$ cat config.mk
export PLATFORM = sky130hd
export DESIGN_NAME = simple_uart_transmitter
export DESIGN_NICKNAME = d
export VERILOG_FILES = /design/src/rtl/simple_uart_transmitter.sv
export SDC_FILE = /design/constraint.sdc
export NUM_CORES = 1
export LEC_CHECK = 0
export ABC_CLOCK_PERIOD_IN_PS = 3000
export BUFFER_PORTS_ARGS = -buffer_cell sky130_fd_sc_hd__buf_2
export CAP_MARGIN = 25
export CORE_MARGIN = 10
export CORE_UTILIZATION = 56
export DETAILED_ROUTE_END_ITERATION = 8
export PLACE_DENSITY = 0.74
export SKIP_CTS_REPAIR_TIMING = 1
export SLEW_MARGIN = 30
export SYNTH_ARGS = -nofsm -noshare
export SYNTH_HDL_FRONTEND = slang
export SYNTH_SLANG_ARGS = --single-unit
$ cat constraint.sdc
create_clock -name i_clk -period 3 [get_ports i_clk]
set_clock_uncertainty 0.1 [all_clocks]
set_input_delay 0.3 -clock i_clk [delete_from_list [all_inputs] [get_ports i_clk]]
set_output_delay 0.3 -clock i_clk [all_outputs]
set_load 0.005 [all_outputs]
$ cat src/rtl/simple_uart_transmitter.sv
// simple_uart_transmitter: 8N1 UART transmitter (LSB first, line idles high) fed by a
// small byte FIFO. Bytes are serialised back-to-back with no idle gap while data is queued.
//
// Ports:
//   i_clk        - system clock (sys_clk), single domain
//   i_rst        - synchronous, active-high reset
//   i_dat        - byte to transmit
//   i_dat_vld    - i_dat valid; accepted on an edge where i_dat_vld && o_dat_rdy
//   o_dat_rdy    - FIFO can accept a byte (!full && !i_rst)
//   o_tx         - serial line out, registered, idle high
//   o_busy       - high while a frame (start, data, stop) is on the line
//   o_fifo_level - bytes buffered, excluding the byte being shifted
module simple_uart_transmitter #(
  parameter int unsigned  CLKS_PER_BIT = 2170,
  parameter int unsigned  FIFO_DEPTH   = 16,
  localparam int unsigned LVL_W        = $clog2(FIFO_DEPTH) + 1
) (
  input  logic             i_clk,
  input  logic             i_rst,
  input  logic [7:0]       i_dat,
  input  logic             i_dat_vld,
  output logic             o_dat_rdy,
  output logic             o_tx,
  output logic             o_busy,
  output logic [LVL_W-1:0] o_fifo_level
);

  localparam int unsigned      PTR_W    = $clog2(FIFO_DEPTH);
  localparam int unsigned      CNT_W    = $clog2(CLKS_PER_BIT);
  localparam logic [CNT_W-1:0] CNT_LAST = CNT_W'(CLKS_PER_BIT - 1);
  localparam logic [LVL_W-1:0] LVL_FULL = LVL_W'(FIFO_DEPTH);

  typedef enum logic [1:0] {StIdle, StStart, StData, StStop} state_e;

  logic [7:0]       mem_q [FIFO_DEPTH];
  logic [PTR_W-1:0] wr_ptr_q, wr_ptr_d;
  logic [PTR_W-1:0] rd_ptr_q, rd_ptr_d;
  logic [LVL_W-1:0] level_q, level_d;
  state_e           state_q, state_d;
  logic [CNT_W-1:0] baud_cnt_q, baud_cnt_d;
  logic [2:0]       bit_idx_q, bit_idx_d;
  logic [7:0]       shift_q, shift_d;
  logic             tx_q, tx_d;
  logic             busy_q, busy_d;
  logic             push, pop, fifo_empty, bit_end;

  assign fifo_empty = (level_q == '0);
  assign o_dat_rdy  = (level_q != LVL_FULL) && !i_rst;
  assign push       = i_dat_vld && o_dat_rdy;
  assign bit_end    = (baud_cnt_q == CNT_LAST);

  assign o_tx         = tx_q;
  assign o_busy       = busy_q;
  assign o_fifo_level = level_q;

  // FIFO storage needs no reset; level and pointers define what is valid.
  always_ff @(posedge i_clk) begin
    if (push) begin
      mem_q[wr_ptr_q] <= i_dat;
    end
  end

  // Pointers wrap naturally since FIFO_DEPTH is a power of two; the explicit level
  // disambiguates full from empty.
  always_comb begin
    wr_ptr_d = wr_ptr_q;
    rd_ptr_d = rd_ptr_q;
    level_d  = level_q;
    if (push) wr_ptr_d = wr_ptr_q + PTR_W'(1);
    if (pop)  rd_ptr_d = rd_ptr_q + PTR_W'(1);
    case ({push, pop})
      2'b10:   level_d = level_q + LVL_W'(1);
      2'b01:   level_d = level_q - LVL_W'(1);
      default: level_d = level_q;
    endcase
  end

  // Frame FSM. tx_d is the line value for the cycle after the edge, so o_tx is a flop.
  always_comb begin
    state_d    = state_q;
    baud_cnt_d = baud_cnt_q + CNT_W'(1);
    bit_idx_d  = bit_idx_q;
    shift_d    = shift_q;
    tx_d       = tx_q;
    busy_d     = busy_q;
    pop        = 1'b0;

    unique case (state_q)
      StIdle: begin
        baud_cnt_d = '0;
        tx_d       = 1'b1;
        busy_d     = 1'b0;
        if (!fifo_empty) begin
          pop       = 1'b1;
          shift_d   = mem_q[rd_ptr_q];
          bit_idx_d = '0;
          state_d   = StStart;
          tx_d      = 1'b0;
          busy_d    = 1'b1;
        end
      end
      StStart: begin
        if (bit_end) begin
          baud_cnt_d = '0;
          state_d    = StData;
          tx_d       = shift_q[0];
        end
      end
      StData: begin
        if (bit_end) begin
          baud_cnt_d = '0;
          shift_d    = {1'b0, shift_q[7:1]};
          bit_idx_d  = bit_idx_q + 3'd1;
          if (bit_idx_q == 3'd7) begin
            state_d = StStop;
            tx_d    = 1'b1;
          end else begin
            // Next bit is what lands in shift[0] after this shift.
            tx_d = shift_q[1];
          end
        end
      end
      StStop: begin
        if (bit_end) begin
          baud_cnt_d = '0;
          if (!fifo_empty) begin
            // Chain straight into the next start bit: no idle cycle between frames.
            pop       = 1'b1;
            shift_d   = mem_q[rd_ptr_q];
            bit_idx_d = '0;
            state_d   = StStart;
            tx_d      = 1'b0;
          end else begin
            state_d = StIdle;
            busy_d  = 1'b0;
          end
        end
      end
      default: state_d = StIdle;
    endcase
  end

  always_ff @(posedge i_clk) begin
    if (i_rst) begin
      wr_ptr_q   <= '0;
      rd_ptr_q   <= '0;
      level_q    <= '0;
      state_q    <= StIdle;
      baud_cnt_q <= '0;
      bit_idx_q  <= '0;
      shift_q    <= '0;
      tx_q       <= 1'b1;
      busy_q     <= 1'b0;
    end else begin
      wr_ptr_q   <= wr_ptr_d;
      rd_ptr_q   <= rd_ptr_d;
      level_q    <= level_d;
      state_q    <= state_d;
      baud_cnt_q <= baud_cnt_d;
      bit_idx_q  <= bit_idx_d;
      shift_q    <= shift_d;
      tx_q       <= tx_d;
      busy_q     <= busy_d;
    end
  end

endmodule

* After elaboration in Yosys (flattened, before gate mapping) *
Memories as Yosys holds them, arrays and structs flattened. A register that Yosys moved wholly into a read port is not among the register bits.
Cells that the tools add are included.
W data, S select, Z words.

word-level totals
  memory bits (read-only) = 0
  input bits = 11
  latch bits = 0
  bits in writable memories = 128
  memories kept = 1
  logic and storage cells = 79
  register bits = 40
  output and inout port bits = 8

cells by class
  equality and inequality tests = 15
  div/mod/pow operators = 0
  muxes and demuxes = 35
  bitwise logic cells = 0
  reductions and logical operators = 13
  $lt $le $gt $ge = 0
  add/sub/neg operators = 6
  shift operators = 0
  $mul = 0

memory list
  name   words  bits a word  rd ports  clocked after Yosys merged registers in  wr ports  RTL line  RTL
  mem_q  16     8            1         1                                        1         35        logic [7:0] mem_q [FIFO_DEPTH];

operator list
  operator                 count
  $mux W8                  3
  $pmux W12 S2             1
  $pmux W8 S3              1
  $ne A2 B2 Y1 const B     7
  $mux W1                  13
  $add A12 B1 Y12 const B  1
  $eq A12 B12 Y1 const B   1
  $mux W12                 1
  $mux W2                  5
  $pmux W5 S2              1
  $mux W3                  3
  $pmux W3 S3              1
  $add A4 B1 Y4 const B    2
  $mux W4                  2
  $pmux W2 S4              1
  $eq A2 B2 Y1 const B     3
  $reduce_and A3 Y1        2
  $add A5 B1 Y5 const B    1
  $logic_not A5 Y1         1
  $ne A5 B5 Y1 const B     1
  $reduce_and A5 Y1        1
  $sub A5 B1 Y5 const B    1
  $eq A2 B1 Y1 const B     2
  $pmux W1 S2              2
  other kinds (10)         12

* Logic depth before layout (Yosys ltp) *
  depth in word-level cells = 6
  mapped depth = 14

* Least setup slack after synthesis *
No wires, ideal clock.

  path type = flip-flop to flip-flop
  start = register baud_cnt_q[0]
  end = register level_q[4] (netlist: o_fifo_level[4])
  clock period less this slack = 2959 ps
  setup time = 71 ps
  slack = 41 ps
  stages on the path, launching flop included = 14
  path buffers = 1
  data arrival time = 2788 ps
  data required time = 2829 ps
  path through = dfxtp_1 > ha_1 > and4bb_4 > a41oi_1 > nor3_2 > ha_1 > buf_2 > xor2_1 > ha_1 > nand2b_1 > a21boi_0 > o21a_1 > or4_1 > a21oi_1

between the ends
  cells in the longest elaborated chain, start to end = 5
  elaborated cells on any way between the ends = 7

ends and longest elaborated chain
  element                                            RTL line  RTL
  from (decl)                                        40        logic [CNT_W-1:0] baud_cnt_q, baud_cnt_d;
  from (signal assigned)                             159       baud_cnt_q <= baud_cnt_d;
  $eq A12 B12 Y1 *                                   50        assign bit_end = (baud_cnt_q == CNT_LAST);
  $mux W1 *                                          124       if (bit_end) begin
  $pmux W1 S2 *                                      88        unique case (state_q)
  $eq A2 B1 Y1 or $eq A2 B2 Y1 (tied branches)       71        case ({push, pop})
  $pmux W5 S2 or $reduce_bool A2 Y1 (tied branches)  n/a
  to (signal assigned)                               157       level_q <= level_d;
  to (decl)                                          38        logic [LVL_W-1:0] level_q, level_d;

Mark *: on every way between the ends. The rest lies on a longest branch, timed or not.
A chain may end at the register's enable or synchronous reset.

* Final worst setup path *
  start = register baud_cnt_q[1]
  end = register level_q[4] (netlist: o_fifo_level[4])

Same word-level chain as after synthesis.

==> run_results.csv <==
group,metric,value,unit
outcome,outcome,"finished, final reports clean",
floorplan,dieArea,17850,um^2
timing,fmax,354.4,MHz
critical_path,path_max_fanout,5,
synth,syn-cell-area,7229,um^2
timing,finalCritPeriodShare,0.9407,
synth,synthCells,489,
pwr,total_power,6.356,mW
critical_path,cp-end-kind,"flip-flop",
finish,ff_latch_area,4726,um^2
routing,drt_pass1_iterations,5,
pwr,p_sw,1.787,mW
global_routing,grt_pass1_vias,4179,
synth,synth_cell_types,60,
synth,post-synth-top-count-cell,"edfxtp_1",
clocking,cts_sinks,172,
synth,synth_top_area_frac,0.5317,
routing,vias_per_cell,5.878,
critical_path,cp_data_required_time,3.26,ns
pwr,clock_power_share,0.349,
synth,seq_area_frac_synth,0.6535,
clocking,cts_tree,"built",
global_routing,antenna_found_initial,0,
finish,area_growth,14.33,%
pwr,peakVddDrop,0.0004562,V
pwr,switching_share,0.2812,
finish,fin_area,8265,um^2
timing,fin_setup_tns,0,ns
finish,drive_above_1_share,0.2140,
clocking,htreeDepth,4,
timing,drv_slew,0,
floorplan,start_util,0.5729,
pwr,p_int,4.569,mW
finish,nFillCells,893,
timing,final_hold_viol_count,0,
pwr,power_leakage,2.804,nW
synth,synth_area_per_cell,14.78,um^2
global_routing,track_usage,0.1635,
synth,yosysWarnings,0,
finish,multi_input_area,2369,um^2
synth,synth_common_cells,"edfxtp_1 (128), nor2_1 (52), dfxtp_1 (44)",
clocking,clkTransAtPathRegs,0.07,ns
synth,ys_top_cells_by_area,"edfxtp_1 (53%), dfxtp_1 (12%), mux4_2 (6.5%)",
timing,rsz0062_at_grt,"false",
clocking,cts-root-buf,"clkbuf_16",
timing,tightest_slew,0.9234,ns
routing,drc_errors,0,
clocking,cts_buffers,17,
pwr,seqPwrFrac,0.436,
routing,routed_wl,13980,um
synth,async_flop_share,0,
synth,synth-seq-cells,172,
global_routing,grt_remaining_overflow,0,
routing,drt_iter0_drc,357,
pwr,pwr-share-comb,0.215,
synth,synth_area_leader_cell,"edfxtp_1",
timing,max_slew_margin,0.3821,
clocking,clockBufferDepth,2,
synth,synth_ff_type,"edfxtp_1",
critical_path,cp.arrival,3.09,ns
timing,setup_ws,0.1779,ns
place,dpl_cell_area,7652,um^2
critical_path,critPathKind,"reg2reg",
floorplan,rows,41,
flow_run,max_cap_violations,0,
finish,antennaDiodeCount,0,
floorplan,die_x,133.6,um
floorplan,die_h,133.6,um
finish,fin_nets,559,
global_routing,grt_max_degree,32,
worst_hold_path,min-delay-path-class,"in2reg",
synth,syn-num-nets,519,
timing,setup_viol,0,
place,place_congestion,0.8357,
clocking,clock_latency,0.43,ns
timing,finalCriticalPeriod,2.822,ns
floorplan,top_level_ports,19,
synth,synth_edf_count,128,
pwr,powerDensity,768.9,nW/um^2
place,hpwlAfterDp,9307,um
place,port_buffers,18,
routing,detail_route.wl_per_cell,19.58,um
routing,ant_nets,0,
floorplan,core,12620,um^2
critical_path,crit_path_start_kind,"flip-flop",
place,dp_slack,0.09176,ns
global_routing,grt_pass1_wl,22510,um
routing,num_vias,4197,
[worst paths after layout]
kind	startpoint	endpoint	slack (ns)	cells past startpoint
hold reg to reg	o_busy	o_busy	0.37	2
setup reg to reg	baud_cnt_q[1]	o_fifo_level[4]	0.18	13
hold / removal	i_dat[6]	mem_q[5][6]	0.15	1
setup / recovery	baud_cnt_q[1]	o_fifo_level[4]	0.18	13
[power by group through the flow]
stage / Clock (mW) / Combinational, mW / Sequential, mW
final: 2.22 / 1.37 / 2.77
after global routing: 2.36 / 1.51 / 2.79
after CTS: 2.25 / 1.36 / 2.77
after detailed placement: 0 / 1.34 / 2.82
after global placement: 0 / 1.31 / 2.82
after floorplan: 0 / 1.01 / 2.78
[metrics by stage]
stage | hold slack (ns) | utilization | instances
6_report | 0.1501 | 0.6550 | 714
5_1_grt | 0.1461 | 0.6550 | 714
4_1_cts | 0.1380 | 0.6540 | 714
3_5_place_dp | 0.3589 | 0.6064 | 682
3_3_place_gp | 0.3522 | 0.6064 | 682
2_1_floorplan | 0.2989 | - | 489
[sequential cells by signal, indices dropped and copies added (netlist names), named ones only]
| name | count |
|---|---|
| baud_cnt_q | 12 |
| bit_idx_q | 3 |
| mem_q | 128 |
| o_busy | 1 |
| o_fifo_level | 5 |
| o_tx | 1 |
| rd_ptr_q | 4 |
| shift_q | 8 |
| state_q | 2 |
| wr_ptr_q | 4 |
[cell families after synthesis]
| kind of cell | share of synthesized area |
|---|---|
| mux | 0.1059 |
| buf+inv | 0.02059 |
| compound gates | 0.07615 |
| simple gates | 0.08913 |
| flops | 0.6535 |
| fa+ha+maj | 0.03288 |
| xor+xnor | 0.02181 |
[cell usage in the layout (no fill, tap or decap), drive strengths merged, types with 8 or more instances in the layout]
cell type  instances
nor3              12
inv               18
o21ai              9
nand3             12
ha                19
buf               45
xor2              10
nor2              52
clkbuf            18
mux4              21
xnor2              8
a221oi            13
dfxtp             44
nand2             16
a21oi             11
mux2i             27
edfxtp           128
[critical path: stages, from the launching register on]
cell and delay (ns):
dfxtp_1 0.33, inv_1 0.06, ha_1 0.13, and4bb_4 0.28, a41oi_2 0.15, nor3_2 0.21
ha_2 0.27, xor2_1 0.08, ha_1 0.22, nand2b_1 0.07, a21boi_0 0.07, o21a_1 0.19
or4_1 0.46, a21oi_1 0.15
[final cells by class]
class                           count  share of cell area
Clock inverter                     14             0.02074
Timing Repair Buffer               45             0.03845
Multi-Input combinational cell    283              0.2866
Inverter                           10            0.004541
Sequential cell                   172              0.5718
Clock buffer                       18             0.05192
Tap cell                          172             0.02604
[per-layer routing]
metal	GRT usage	part of all wire
met5	0	0
met4	0.05441	0.016
met3	0.04962	0.055
met2	0.2679	0.50
met1	0.2023	0.43
Power figures use the tool's default switching activity.
